**src/rtl/classify_pkg.sv**
```systemverilog
// Shared defaults, index width and FSM state encoding for classify_scheduler.
// Optional margin output is enabled with CLASSIFY_MARGIN_EN (see top2_tracker).
package classify_pkg;

    localparam int unsigned NUM_SIZE_DEF    = 26;
    localparam int unsigned NUM_CLASSES_DEF = 10;
    localparam int unsigned IDX_W           = 4;

    typedef enum logic [1:0] {
        ST_IDLE   = 2'd0,
        ST_LOAD   = 2'd1,
        ST_RESULT = 2'd2
    } state_t;

endpackage

```
**src/rtl/top2_tracker.sv**
```systemverilog
// Running maximum with first-index tie-break; with CLASSIFY_MARGIN_EN it also
// tracks the runner-up and registers the winner-minus-runner-up margin.
module top2_tracker
    import classify_pkg::*;
#(
    parameter int unsigned NUM_SIZE = NUM_SIZE_DEF
) (
    input  logic                clk,
    input  logic                rst_n,
    input  logic                clear,
    input  logic                accept,
    input  logic                first,
    input  logic [IDX_W-1:0]    acc_idx,
    input  logic [NUM_SIZE-1:0] score,
    output logic [IDX_W-1:0]    max_idx,
    output logic [NUM_SIZE-1:0] max_score
`ifdef CLASSIFY_MARGIN_EN
    ,
    output logic [NUM_SIZE-1:0] margin
`endif
);

    logic take;

    // Strictly-greater replacement keeps the lower index on ties.
    always_comb begin
        take = accept && (first || (score > max_score));
    end

    always_ff @(posedge clk or negedge rst_n) begin
        if (!rst_n) begin
            max_idx   <= '0;
            max_score <= '0;
        end else if (clear) begin
            max_idx   <= '0;
            max_score <= '0;
        end else if (take) begin
            max_idx   <= acc_idx;
            max_score <= score;
        end
    end

`ifdef CLASSIFY_MARGIN_EN
    logic [NUM_SIZE-1:0] second_q;
    logic [NUM_SIZE-1:0] second_nxt;
    logic [NUM_SIZE-1:0] max_nxt;

    // A displaced winner becomes the runner-up; a losing score (ties included)
    // competes only for the runner-up slot.
    always_comb begin
        max_nxt    = take ? score : max_score;
        second_nxt = second_q;
        if (take) begin
            second_nxt = first ? '0 : max_score;
        end else if (accept && (score > second_q)) begin
            second_nxt = score;
        end
    end

    always_ff @(posedge clk or negedge rst_n) begin
        if (!rst_n) begin
            second_q <= '0;
            margin   <= '0;
        end else if (clear) begin
            second_q <= '0;
            margin   <= '0;
        end else if (accept) begin
            second_q <= second_nxt;
            margin   <= max_nxt - second_nxt;
        end
    end
`endif

endmodule

```
**src/rtl/classify_scheduler.sv**
```systemverilog
// Frame scheduler: accepts NUM_CLASSES scores, reports argmax index and score.
// Define CLASSIFY_MARGIN_EN to add the Margin output (winner minus runner-up).
module classify_scheduler
    import classify_pkg::*;
#(
    parameter int unsigned NUM_SIZE    = NUM_SIZE_DEF,
    parameter int unsigned NUM_CLASSES = NUM_CLASSES_DEF
) (
    input  logic                Clk,
    input  logic                GlobalReset_n,
    input  logic                Start,
    input  logic                ScoreValid,
    input  logic [NUM_SIZE-1:0] Score,
    output logic                ScoreReady,
    input  logic                Abort,
    output logic                ResultValid,
    input  logic                ResultReady,
    output logic [IDX_W-1:0]    Index,
    output logic [NUM_SIZE-1:0] MaxScore,
    output logic                Busy
`ifdef CLASSIFY_MARGIN_EN
    ,
    output logic [NUM_SIZE-1:0] Margin
`endif
);

    localparam int unsigned      CNT_W    = $clog2(NUM_CLASSES + 1);
    localparam logic [CNT_W-1:0] LAST_CNT = CNT_W'(NUM_CLASSES - 1);
    localparam logic [CNT_W-1:0] FULL_CNT = CNT_W'(NUM_CLASSES);

    state_t           state_q;
    logic [CNT_W-1:0] cnt_q;
    logic             run_q;
    logic             clear;
    logic             accept;
    logic             first;
    logic [IDX_W-1:0] acc_idx;

    // Reset assertion is asynchronous; release is retimed so Start is
    // honoured from the second rising edge after deassertion.
    always_ff @(posedge Clk or negedge GlobalReset_n) begin
        if (!GlobalReset_n) begin
            run_q <= 1'b0;
        end else begin
            run_q <= 1'b1;
        end
    end

    always_comb begin
        clear   = (state_q == ST_IDLE) && run_q && Start;
        accept  = (state_q == ST_LOAD) && ScoreValid && ScoreReady && !Abort;
        first   = (cnt_q == '0);
        acc_idx = IDX_W'(cnt_q);
    end

    always_ff @(posedge Clk or negedge GlobalReset_n) begin
        if (!GlobalReset_n) begin
            state_q     <= ST_IDLE;
            cnt_q       <= '0;
            ScoreReady  <= 1'b0;
            ResultValid <= 1'b0;
            Busy        <= 1'b0;
        end else begin
            case (state_q)
                ST_IDLE: begin
                    if (clear) begin
                        state_q    <= ST_LOAD;
                        cnt_q      <= '0;
                        ScoreReady <= 1'b1;
                        Busy       <= 1'b1;
                    end
                end
                ST_LOAD: begin
                    if (Abort) begin
                        state_q    <= ST_IDLE;
                        ScoreReady <= 1'b0;
                        Busy       <= 1'b0;
                    end else if (accept) begin
                        if (cnt_q != FULL_CNT) begin
                            cnt_q <= cnt_q + CNT_W'(1);
                        end
                        if (cnt_q == LAST_CNT) begin
                            state_q     <= ST_RESULT;
                            ScoreReady  <= 1'b0;
                            ResultValid <= 1'b1;
                        end
                    end
                end
                ST_RESULT: begin
                    if (ResultReady) begin
                        state_q     <= ST_IDLE;
                        ResultValid <= 1'b0;
                        Busy        <= 1'b0;
                    end
                end
                default: begin
                    state_q     <= ST_IDLE;
                    ScoreReady  <= 1'b0;
                    ResultValid <= 1'b0;
                    Busy        <= 1'b0;
                end
            endcase
        end
    end

    top2_tracker #(
        .NUM_SIZE(NUM_SIZE)
    ) u_top2 (
        .clk       (Clk),
        .rst_n     (GlobalReset_n),
        .clear     (clear),
        .accept    (accept),
        .first     (first),
        .acc_idx   (acc_idx),
        .score     (Score),
        .max_idx   (Index),
        .max_score (MaxScore)
`ifdef CLASSIFY_MARGIN_EN
        ,
        .margin    (Margin)
`endif
    );

endmodule

```
**config.mk**
```make
export PLATFORM = sky130hd
export DESIGN_NAME = classify_scheduler
export DESIGN_NICKNAME = d
export VERILOG_FILES = /design/src/rtl/classify_pkg.sv /design/src/rtl/top2_tracker.sv /design/src/rtl/classify_scheduler.sv
export SDC_FILE = /design/constraint.sdc
export NUM_CORES = 1
export LEC_CHECK = 0
export BUFFER_PORTS_ARGS = -buffer_cell sky130_fd_sc_hd__buf_2
export CAP_MARGIN = 0
export CORE_MARGIN = 2
export CORE_UTILIZATION = 35
export DETAILED_ROUTE_END_ITERATION = 8
export PLACE_DENSITY = 0.54
export SLEW_MARGIN = 25
export SYNTH_ARGS = -nofsm -noshare
export SYNTH_HDL_FRONTEND = slang
export SYNTH_SLANG_ARGS = --single-unit
```
**constraint.sdc**
```tcl
create_clock -name Clk -period 2.9 [get_ports Clk]
set_input_delay 0.29 -clock Clk [delete_from_list [all_inputs] [get_ports Clk]]
set_output_delay 0.29 -clock Clk [all_outputs]
set_load 0.02 [all_outputs]
```
Word level (Yosys, flattened, before mapping)
Index checks and enable logic that the tools add are counted.
W data, S select, Z words.
{"block": "word_totals", "ff_bits": 40, "input_bits": 32, "output_inout_bits": 33}
{"block": "op_classes", "addsub": 1, "order_cmp": 1, "eq_ne": 13, "muxes": 27, "bitwise": 2, "reduce_logical": 17}
{"op": "$mux W26", "n": 2}
{"op": "$gt A26 B26 Y1", "n": 1}
{"op": "$mux W4", "n": 6}
{"op": "$mux W2", "n": 5}
{"op": "$reduce_and A5 Y1", "n": 2}
{"op": "$mux W1", "n": 9}
{"op": "$pmux W1 S3", "n": 3}
{"op": "$ne A2 B2 Y1 const B", "n": 4}
{"op": "$pmux W4 S2", "n": 1}
{"op": "$reduce_and A4 Y1", "n": 2}
{"op": "$logic_and A1 B1 Y1", "n": 6}
{"op": "$ne A2 B1 Y1 const B", "n": 3}
{"op": "$ne A3 B2 Y1 const B", "n": 2}
{"op": "$pmux W2 S3", "n": 1}
{"op": "$add A4 B1 Y4 const B", "n": 1}
{"op": "$eq A4 B4 Y1 const B", "n": 1}
{"op": "$logic_not A4 Y1", "n": 1}
{"op": "$ne A4 B4 Y1 const B", "n": 1}
{"op": "$reduce_bool A2 Y1", "n": 2}
{"op": "$reduce_and A3 Y1", "n": 1}
{"op": "$eq A2 B1 Y1 const B", "n": 1}
{"op": "$eq A2 B2 Y1 const B", "n": 1}
{"op": "$logic_not A2 Y1", "n": 1}
{"op": "$not A1 Y1", "n": 2}
{"op": "other kinds (2)", "n": 2}

Longest topological paths before layout
{"block": "logic_depth", "ltp_word": 7, "depth_mapped": 10}

Cells and area by module
From an unflattened synthesis, not the netlist that was laid out.
{"block": "unflattened", "hier_cells": 284, "area_unflattened_um2": 2810.2}
{"module": "top2_tracker", "n_inst": 1, "cells_per_inst": 222, "area_each_um2": 2208.4, "seq_area_each_um2": 750.7}
{"module": "classify_scheduler", "n_inst": 1, "cells_per_inst": 62, "area_each_um2": 601.8, "seq_area_each_um2": 250.2}

Least setup slack after synthesis
OpenSTA, ideal clock, no wires.
{"block": "synth_path", "path_kind": "flip-flop to flip-flop", "start": "register u_top2.max_score[7]", "end": "register u_top2.max_score[0]", "setup_time_ns": 0.079, "arrival_time_ns": 2.200, "required_time_ns": 2.821, "path_slack_ns": 0.621, "path_stages_with_launch": 11, "n_path_buf": 2, "cell_sequence": "dfrtp_1 inv_1 ha_1 a211oi_1 nor2_1 a2111oi_0 o211ai_1 a21boi_1 buf_6 buf_12 mux2i_1"}
{"block": "synth_via", "elab_chain_len": 4}
{"item": "start: declaration", "line_no": "top2_tracker.sv:16", "text": "output logic [NUM_SIZE-1:0] max_score"}
{"item": "start signal: assignment", "line_no": "top2_tracker.sv:39", "text": "max_score <= score;"}
{"item": "$gt A26 B26 Y1", "line_no": "top2_tracker.sv:27", "text": "take = accept && (first || (score > max_score));"}
{"item": "$logic_or A1 B1 Y1", "line_no": "top2_tracker.sv:27"}
{"item": "$logic_and A1 B1 Y1", "line_no": "top2_tracker.sv:27"}
{"item": "$reduce_bool A2 Y1 (no source line)"}
No other way between the ends.
A chain may end at the register's enable or synchronous reset.

Final worst setup path
{"block": "layout_path", "start": "register u_top2.max_score[5]", "end": "register u_top2.max_score[3]"}
Same word-level chain as after synthesis.

==> impl_metrics.csv <==
group,metric,value,unit
yosys,syn-mean-instance-area,9.153,um2
status,outcome,"finished with violations",
routing,wl_met1,2576,um
worst_hold_path,min_path_type,"in -> async",
routing,drtPass1Iterations,4,
setup_path,critPathLaunchType,"register",
yosys,synth_top_area_cell,"dfrtp_1",
floorplanning,die_area,7996,um2
setup_path,worstSetupPathType,"reg -> reg",
sta,max_slew_margin,64.15,%
clocking,cts_setup_buffers,0,
floorplanning,die_h,89.42,um
routing,top_layer,"met4",
routing,ant_nets,0,
routing,wire_per_inst,12.33,um
yosys,yosysUniqueCellTypes,36,
floorplanning,fp-row-count,31,
placement,dp_cells,437,
layout,synthToLayoutAreaGrowth,19.45,%
floorplanning,num_io_pins,65,
sta,whs,-0.02461,ns
clocking,hold_buffers,0,
layout,drive_gt1_share,22.90,%
setup_path,crit_required,3.11,ns
setup_path,reg2regPathDepth,9,
power_and_ir_drop,pwr-share-comb,38.9,%
setup_path,reg2reg_from,"u_top2.max_score[5]",
floorplanning,initial_utilization,35.59,%
clocking,cts_made_buffers,5,
layout,diodes,0,
setup_path,crit_slowest_cell,"a2111oi_0",
global_route,grt_pass1_wl,8811,um
yosys,syn_inst,279,
power_and_ir_drop,max-vdd-ir-drop,0.0001730,V
routing,drt-total-wl,5476,um
routing,viasPerCell,4.610,
sta,worst_slew_pin_slew,0.5377,ns
sta,period_needed,2.571,ns
clocking,clockBufferDepth,2,
sta,report.final.slew_viol_count,0,
global_route,grt_max_degree,41,
clocking,cts-root-buf,"clkbuf_8",
setup_path,cp-end-kind,"register",
yosys,syn-num-nets,341,
global_route,first_global_vias,1898,
sta,setup_viol,0,
power_and_ir_drop,netSwitchingPower,0.7231,mW
setup_path,max_stage_delay,0.51,ns
yosys,syn_area,2554,um2
power_and_ir_drop,p_int,1.120,mW
global_route,overflow,0,
yosys,synth.yosys.seq_area_share,39.20,%
routing,num_vias,2047,
global_route,antenna_found_initial,0,
power_and_ir_drop,clockPowerShare,19.7,%
setup_path,path_max_fanout,26,
routing,wl_met3,235,um
power_and_ir_drop,pwr-share-seq,41.5,%
sta,final.setup.tns,0,ns
placement,hpwl,4107,um
setup_path,crit_arrival,2.78,ns
layout,fin_nets,407,
sta,skew,0.01097,ns
sta,hold_viol_final,40,
sta,fmax,388.9,MHz
clocking,path_clk_slew,0.08,ns
setup_path,reg2reg_slack,0.33,ns
yosys,synth_top_area_share,39.20,%
yosys,synth.ff_latch_count,40,
status,violations,"hold timing",
global_route,grtUsageTotal,14.21,%
placement,portBuffers,64,
power_and_ir_drop,power.density,604.1,nW/um2
layout,fin_cells,444,
run,drv_cap,0,
setup_path,worstReg2RegEnd,"u_top2.max_score[3]",
yosys,synth_flop_cell,"dfrtp_1",
yosys,synth_area_leaders,"dfrtp_1, ha_1, mux2i_1",
yosys,synth_edf_count,0,
floorplanning,core,7176,um2
clocking,clock_latency,0.29,ns
power_and_ir_drop,swShare,39.24,%
yosys,synthArstFlopShare,100.0,%
clocking,numClockSinks,40,
placement,gp_congestion,0.7240,
routing,drt_iter0_markers,57,
power_and_ir_drop,p_leak,1.783,nW
yosys,yosysWarnings,0,
routing,wl_met2,2619,um
sta,post-route-period-util,88.67,%
floorplanning,die_w,89.42,um
clocking,h-tree-depth,2,
clocking,cts_resized,0,
sta,rsz0062_at_grt,"false",
setup_path,worstPathCellList,"inv_1, ha_1, a21oi_1, o21ai_0, a2111oi_0, o211ai_1, a21boi_4, buf_12, mux2i_1",
clocking,cts_tree,"built",
routing,drcViolationCount,0,
flip-flops by register name, summed over array words and instances (netlist names):
name	count
acc_idx	4
u_top2.max_score	26
u_top2.max_idx	4
state_q	2
ScoreReady	1
run_q	1
ResultValid	1
Busy	1
synthesized netlist by cell type (2+ instances only):
| library cell | n |
|---|---|
| a31oi_1 | 2 |
| buf_12 | 2 |
| mux2i_1 | 29 |
| clkbuf_1 | 4 |
| dfrtp_1 | 40 |
| a211oi_1 | 2 |
| xor2_1 | 2 |
| and3_1 | 2 |
| a21oi_1 | 16 |
| nor2_1 | 7 |
| ha_1 | 30 |
| nand4_1 | 8 |
| o21ai_0 | 9 |
| nand2_1 | 43 |
| mux2_2 | 2 |
| inv_1 | 58 |
| nor3_1 | 4 |
logic make-up (layout without fill, tap and decap cells):
family	count (synthesis)	in the layout	synth area share, %
flops	40	40	39.20
xor+xnor	2	2	0.6861
buf+inv	65	131	11.12
compound gates	35	35	7.889
fa+ha+maj	30	30	14.70
other cells	1	1	0.1468
mux	31	31	12.25
simple gates	75	75	14.01
through the flow:
step                area [um2]  setup slack [ns]  util, %  total power, mW  hold slack, ns
global route              3050            0.1189    42.51            2.005         0.02722
CTS                       3048            0.2449    42.48            1.876          0.1852
detailed placement        2970            0.2530    41.39            1.504          0.5035
finish                    3050            0.3286    42.51            1.843        -0.02461
global placement          2970            0.3501    41.39            1.485          0.4924
floorplan                 2554            0.6208        -            1.259       -0.005591
how the worst max path moves through the flow:
stage / from / to / slack [ns]
6_report: u_top2.max_score[5] / u_top2.max_score[3] / 0.33
3_5_place_dp: Score[7] / u_top2.max_score[17] / 0.25
2_1_floorplan: u_top2.max_score[7] / u_top2.max_score[0] / 0.62
5_1_grt: u_top2.max_score[3] / u_top2.max_score[12] / 0.12
4_1_cts: u_top2.max_score[7] / u_top2.max_score[12] / 0.24
3_3_place_gp: Score[3] / u_top2.max_score[3] / 0.35
area by class of cell:
cell class              count  area [um2]
clock inverters             1       5.005
repair buffers             66       350.3
multi-input cells         174        1280
inverters                  58       217.7
fillers                   737        4125
well taps                  99       123.9
flip-flops and latches     40        1001
clock buffers               6       72.57
routing by layer:
layer  vias up  track usage [%]
met5         -                0
met4         0            3.256
met3         5            3.786
met2        38            23.23
met1       963            18.84
li1       1041                -
worst max-delay path: cells and delay by family, from the launching register on:
family,cells,cell delay (ns)
AO/OA/AOI/OAI,5,1.29
flip-flops,1,0.38
multiplexers,1,0.21
buffers and inverters,2,0.30
adder cells (fa/ha/maj),1,0.30
cells in the final DEF (no fill, tap or decap), types with 2 or more instances in the layout:
cell	Yosys	routed
nand2_1	43	43
inv_1	58	58
buf_4	0	2
nor3_1	4	4
clkbuf_8	0	5
xor2_1	2	2
a31oi_1	2	2
buf_2	0	63
a211oi_1	2	2
nor2_1	7	7
nand4_1	8	8
a21oi_1	16	16
ha_1	30	30
and3_1	2	2
mux2_2	2	2
mux2i_1	29	29
dfrtp_1	40	40
o21ai_0	9	9
power groups by stage:
stage	registers [mW]	logic, mW	clock network, mW
finish	0.764	0.716	0.362
global route	0.783	0.824	0.398
CTS	0.767	0.730	0.380
detailed placement	0.777	0.727	0
global placement	0.775	0.710	0
floorplan	0.891	0.367	0
Power figures use the tool's default switching activity.
